File: config.mk
export PLATFORM = sky130hd
export DESIGN_NAME = wb_bram_ctrl
export DESIGN_NICKNAME = d
export VERILOG_FILES = /design/src/rtl/wb_bram_ctrl.sv
export SDC_FILE = /design/constraint.sdc
export NUM_CORES = 1
export LEC_CHECK = 0
export ABC_AREA = 1
export CAP_MARGIN = 30
export CORE_ASPECT_RATIO = 2
export CORE_MARGIN = 5
export CORE_UTILIZATION = 23
export CTS_CLUSTER_DIAMETER = 60
export DETAILED_ROUTE_END_ITERATION = 10
export PLACE_DENSITY = 0.54
export SETUP_SLACK_MARGIN = 0.4
export SYNTH_ARGS = -nofsm -noshare
export SYNTH_HDL_FRONTEND = slang
export SYNTH_SLANG_ARGS = --single-unit
export TNS_END_PERCENT = 10
File: constraint.sdc
create_clock -name wb_clk_i -period 2.85 [get_ports wb_clk_i]
set_clock_uncertainty 0.2 [all_clocks]
set_input_delay 0.285 -clock wb_clk_i [delete_from_list [all_inputs] [get_ports wb_clk_i]]
set_output_delay 0.285 -clock wb_clk_i [all_outputs]
set_load 0.02 [all_outputs]
File: src/rtl/wb_bram_ctrl.sv
// Wishbone-classic slave front-end for the user-area block RAM: programmable wait,
// one BRAM access per bus cycle, single-cycle ack, and master-abort handling.
module wb_bram_ctrl #(
    parameter int ADDR_W = 10,
    parameter int DELAYS = 10
) (
    input  logic              wb_clk_i,
    input  logic              wb_rst_i,
    input  logic              wbs_cyc_i,
    input  logic              wbs_stb_i,
    input  logic              wbs_we_i,
    input  logic [3:0]        wbs_sel_i,
    input  logic [31:0]       wbs_dat_i,
    input  logic [31:0]       wbs_adr_i,
    output logic              wbs_ack_o,
    output logic [31:0]       wbs_dat_o,
    output logic              ram_en_o,
    output logic [3:0]        ram_we_o,
    output logic [ADDR_W-1:0] ram_addr_o,
    output logic [31:0]       ram_wdata_o,
    input  logic [31:0]       ram_rdata_i,
    output logic              busy_o
);

    localparam int CNT_W = (DELAYS < 1) ? 1 : $clog2(DELAYS + 1);
    localparam logic [CNT_W-1:0] CNT_LAST = CNT_W'(DELAYS);

    typedef enum logic [1:0] {
        S_IDLE   = 2'd0,
        S_WAIT   = 2'd1,
        S_ACCESS = 2'd2,
        S_RESP   = 2'd3
    } state_t;

    state_t           r_state;
    state_t           w_state_nxt;
    logic [CNT_W-1:0] r_cnt;
    logic             r_we;
    logic [3:0]       r_sel;
    logic             w_req;
    logic             w_accept;
    logic             w_ack_nxt;
    logic [31:0]      w_dat_nxt;
    logic             w_en_nxt;
    logic [3:0]       w_we_nxt;
    logic             w_busy_nxt;
    logic             w_unused;

    assign w_req    = wbs_cyc_i & wbs_stb_i;
    assign w_accept = (r_state == S_IDLE) & w_req;
    // Byte-offset and alias bits of the address are deliberately dropped.
    assign w_unused = ^{wbs_adr_i[31:ADDR_W+2], wbs_adr_i[1:0]};

    // State register, wait counter and request capture
    always_ff @(posedge wb_clk_i) begin
        if (wb_rst_i) begin
            r_state     <= S_IDLE;
            r_cnt       <= {CNT_W{1'b0}};
            r_we        <= 1'b0;
            r_sel       <= 4'b0000;
            ram_addr_o  <= {ADDR_W{1'b0}};
            ram_wdata_o <= 32'h0000_0000;
        end else begin
            r_state <= w_state_nxt;
            if (w_accept) begin
                r_cnt       <= {CNT_W{1'b0}};
                r_we        <= wbs_we_i;
                r_sel       <= wbs_sel_i;
                ram_addr_o  <= wbs_adr_i[ADDR_W+1:2];
                ram_wdata_o <= wbs_dat_i;
            end else if (w_state_nxt == S_WAIT) begin
                r_cnt <= r_cnt + CNT_W'(1);
            end else begin
                r_cnt <= r_cnt;
            end
        end
    end

    // Next-state logic; a dropped cyc abandons the transfer from any busy state
    always_comb begin
        w_state_nxt = r_state;
        case (r_state)
            S_IDLE: begin
                if (w_req) begin
                    w_state_nxt = S_WAIT;
                end else begin
                    w_state_nxt = S_IDLE;
                end
            end
            S_WAIT: begin
                if (!wbs_cyc_i) begin
                    w_state_nxt = S_IDLE;
                end else if (r_cnt == CNT_LAST) begin
                    w_state_nxt = S_ACCESS;
                end else begin
                    w_state_nxt = S_WAIT;
                end
            end
            S_ACCESS: begin
                if (!wbs_cyc_i) begin
                    w_state_nxt = S_IDLE;
                end else begin
                    w_state_nxt = S_RESP;
                end
            end
            S_RESP:  w_state_nxt = S_IDLE;
            default: w_state_nxt = S_IDLE;
        endcase
    end

    // Next values of the registered outputs
    always_comb begin
        w_en_nxt   = (r_state == S_WAIT) && (w_state_nxt == S_ACCESS);
        w_we_nxt   = 4'b0000;
        w_ack_nxt  = (r_state == S_RESP) && wbs_cyc_i;
        w_dat_nxt  = 32'h0000_0000;
        w_busy_nxt = (w_state_nxt != S_IDLE);
        if (w_en_nxt && r_we) begin
            w_we_nxt = r_sel;
        end else begin
            w_we_nxt = 4'b0000;
        end
        if (w_ack_nxt && !r_we) begin
            w_dat_nxt = ram_rdata_i;
        end else begin
            w_dat_nxt = 32'h0000_0000;
        end
    end

    // Output registers
    always_ff @(posedge wb_clk_i) begin
        if (wb_rst_i) begin
            wbs_ack_o <= 1'b0;
            wbs_dat_o <= 32'h0000_0000;
            ram_en_o  <= 1'b0;
            ram_we_o  <= 4'b0000;
            busy_o    <= 1'b0;
        end else begin
            wbs_ack_o <= w_ack_nxt;
            wbs_dat_o <= w_dat_nxt;
            ram_en_o  <= w_en_nxt;
            ram_we_o  <= w_we_nxt;
            busy_o    <= w_busy_nxt;
        end
    end

endmodule

==> results.cfg <==
[power_and_ir_drop]
p_int_w = 0.00232
power_switching_share_pct = 23.4
p_leak_nw = 2.11
report.power.total_w = 0.00302
seq_power_share_pct = 45.0
worst_vdd_drop_uv = 303
p_sw_w = 0.000707
power.density_cell_area_nw_per_um2 = 588
clock_group_share_of_total_power_pct = 42.5
comb_power_share_pct = 12.5

[synthesis]
synth_cells = 368
synth_fa_ha_area_share_pct = 0.810
synth.yosys.warnings = 0
post_synth_instance_area_sq_um = 3090
synth_mux_area_share_pct = 0
synth_top_area_share_pct = 59.6
synth_fp_nets = 475
seq_area_frac_synth_pct = 59.6
synth_cell_types = 22
netlist_top_cells_area = sky130_fd_sc_hd__dfxtp_1 60%, sky130_fd_sc_hd__nor2_1 15%, sky130_fd_sc_hd__o21ai_0 7.1%
ys_ff_latch = 92
yosys.area_share.simple_pct = 20.3
largest_family_of_logic_cells_by_synthesized_area = simple AND/OR/NAND/NOR gates
synth-xor-area-share_pct = 0.567
synthesis.area_per_instance_sq_um = 8.39
synth_top_cell_by_area = sky130_fd_sc_hd__dfxtp_1
synth_area_in_compound_gates_pct = 9.08

[clock_tree]
h-tree-depth = 3
cts_repair_resize_count = 0
holdBufCountCts = 0
post-cts-setup-buffers = 0
clkTransAtPathRegs_ps = 70
buffer_type_at_the_clock_tree_root = sky130_fd_sc_hd__clkbuf_16
cts_buffers = 9
cts_tree = yes
numClockSinks = 92
cts-root-to-sink-buffers = 2
clock_latency_ps = 330

[layout]
area_taken_by_flip_flops_and_latches_sq_um = 1840
layout-drive-gt1-share_pct = 5.62
layout_common_cells = 163 x sky130_fd_sc_hd__clkdlybuf4s50_1, 124 x sky130_fd_sc_hd__nor2_1, 92 x sky130_fd_sc_hd__dfxtp_1, 44 x sky130_fd_sc_hd__inv_1, 44 x sky130_fd_sc_hd__o21ai_0
num-fill-cells = 1367
multi_input_area_sq_um = 951
final_common_cell = sky130_fd_sc_hd__clkdlybuf4s50_1
num-nets-final = 636
area_growth_pct = 66.7
count_of_inserted_antenna_diode_cells = 0

[placement]
place.port_buffers = 163
gpl.final_weighted_congestion = 0.698
place_hpwl_um = 6050

[setup_path]
end_kind = output pin
worst_flop_to_flop_path_endpoint = r_cnt[2]$_SDFFE_PP0N_
worstSetupEndpoint = ram_wdata_o[31]
worst-endpoint-required_ps = 2370
crit_type = reg -> out
worst-path-max-fanout = 2
ff2ff_setup_slack_ps = 1210
start_kind = flip-flop
ff2ff_path_depth = 7
critPathBufInv = 1
cp_cell_sequence = clkdlybuf4s50_1
critPathTopFamily = buffers and inverters
cp_data_arrival_time_ps = 1310
worst_flop_to_flop_path_startpoint = r_state[1]$_SDFF_PP0_
critPathSlowestCell = sky130_fd_sc_hd__clkdlybuf4s50_1
cp_num_cells = 1
startpoint = ram_wdata_o[31]$_SDFFE_PP0P_
timing.critical_path.slowest_cell_delay_ps = 640

[drt]
totalWireLength_um = 8370
via_per_inst = 4.02
detailroute.via_count = 2767
drt.antenna.violating_nets = 0
routed_wire_length_per_instance_um = 12.1
drc = 0
drt_initial_violations = 49
drt_first_pass_iters = 4

[timing]
final.min_clock_period_ps = 1800
timing.final.max_slew_violations = 0
actual_transition_at_the_worst_max_transition_pin_ps = 617
grt_setup_unrepaired = no
relSlewSlack_pct = 58.7
report.final.setup_viol = 0
report.final.hold_viol_count = 0
totalNegativeSetupSlack_ps = 0
fmax_ghz = 0.557
final_critical_path_share_of_the_clock_period_pct = 63.0

[floorplan]
initial_utilization_pct = 23.2
standard_cell_core_area_sq_um = 13300
floorplan.die.width_um = 91.9
io_pins = 186
fp.dieH_um = 174
design.die.area_sq_um = 16000
core.rowCount = 60

[global_route]
grt_antenna_before_repair = 0
first_global_vias = 2646
grtUsageTotal_pct = 10.3
grt_overflow_total = 0
grt_start_max_net_pins = 44
first_pass_grt_wire_length_um = 13200

[status]
status = completed

[min_path]
holdCritPathClass = reg -> reg

[run]
drv.max_cap_violation_count = 0
[stage by stage]
step	util [%]	std cells	setup WS, ps	hold slack, ps	cell area, sq um
detailed placement	36.3	673	716	227	4820
floorplan	-	368	1410	164	3090
global route	38.7	689	934	264	5150
finish	38.7	689	1050	237	5150
CTS	38.7	689	1020	238	5150
global placement	36.3	673	754	227	4820
[cell usage after synthesis]
| cell type | number |
|---|---|
| sky130_fd_sc_hd__inv_4 | 1 |
| sky130_fd_sc_hd__nor2_2 | 2 |
| sky130_fd_sc_hd__xnor2_1 | 1 |
| sky130_fd_sc_hd__nand3_2 | 2 |
| sky130_fd_sc_hd__o21ai_0 | 44 |
| sky130_fd_sc_hd__nand2_1 | 12 |
| sky130_fd_sc_hd__a21oi_1 | 9 |
| sky130_fd_sc_hd__clkbuf_1 | 6 |
| sky130_fd_sc_hd__nand4_4 | 1 |
| sky130_fd_sc_hd__clkbuf_2 | 2 |
| sky130_fd_sc_hd__nor2_1 | 124 |
| sky130_fd_sc_hd__nand3_1 | 9 |
| sky130_fd_sc_hd__buf_1 | 1 |
| sky130_fd_sc_hd__buf_2 | 1 |
| sky130_fd_sc_hd__ha_1 | 2 |
| sky130_fd_sc_hd__xor2_1 | 1 |
| sky130_fd_sc_hd__nand2_2 | 3 |
| sky130_fd_sc_hd__inv_2 | 1 |
| sky130_fd_sc_hd__dfxtp_1 | 92 |
| sky130_fd_sc_hd__o21ai_1 | 3 |
| sky130_fd_sc_hd__inv_1 | 44 |
| sky130_fd_sc_hd__buf_6 | 7 |
[routing by layer]
layer  vias to the layer above  routed length (um)  track usage, %  part of all wire (%)
li1                       1441                   -               -                     -
met1                      1178                3690            12.3                    44
met2                       139                3410            15.6                    41
met3                         9                1140            5.60                    14
met4                         0                 116            3.91                   1.4
met5                         -                   0               0                     0
[logic make-up after synthesis]
group,after synthesis
flops,92
xor+xnor,2
simple gates,153
fa+ha+maj,2
compound gates,56
buf+inv,63
[how the worst min path moves through the flow]
stage	from	end	slack [ps]	depth (start not counted)
5_1_grt	ram_rdata_i[13]	wbs_dat_o[13]$_SDFF_PP0_	260	3
6_report	r_sel[0]$_SDFFE_PP0P_	ram_we_o[0]$_SDFF_PP0_	240	2
4_1_cts	r_sel[2]$_SDFFE_PP0P_	ram_we_o[2]$_SDFF_PP0_	240	2
3_5_place_dp	r_sel[2]$_SDFFE_PP0P_	ram_we_o[2]$_SDFF_PP0_	230	2
2_1_floorplan	wb_rst_i	wbs_ack_o$_SDFF_PP0_	160	1
3_3_place_gp	r_sel[2]$_SDFFE_PP0P_	ram_we_o[2]$_SDFF_PP0_	230	2
[area by class of cell]
cell class                      count  area share, %
Inverter                           46           3.40
Tap cell                          155           3.77
Clock buffer                        9           4.38
Timing Repair Buffer              167           32.3
Multi-Input combinational cell    213           18.5
Sequential cell                    92           35.8
Clock inverter                      7           1.92
[power groups by stage]
stage | logic (W) | clock network [W] | registers (W)
after floorplan | 0.000115 | 0 | 0.00144
after global placement | 0.000383 | 0 | 0.00139
after detailed placement | 0.000382 | 0 | 0.00139
after CTS | 0.000385 | 0.00133 | 0.00136
after global routing | 0.000416 | 0.00139 | 0.00137
final | 0.000379 | 0.00129 | 0.00136
[registers in the layout, indices dropped and copies added, names as in the netlist]
register and cells:
r_we 1, ram_wdata_o 32, wbs_dat_o 32, r_sel 4
ram_addr_o 10, wbs_ack_o 1, r_state 2, r_cnt 4
busy_o 1, ram_we_o 4, ram_en_o 1
(Power assumes the default switching activity.)
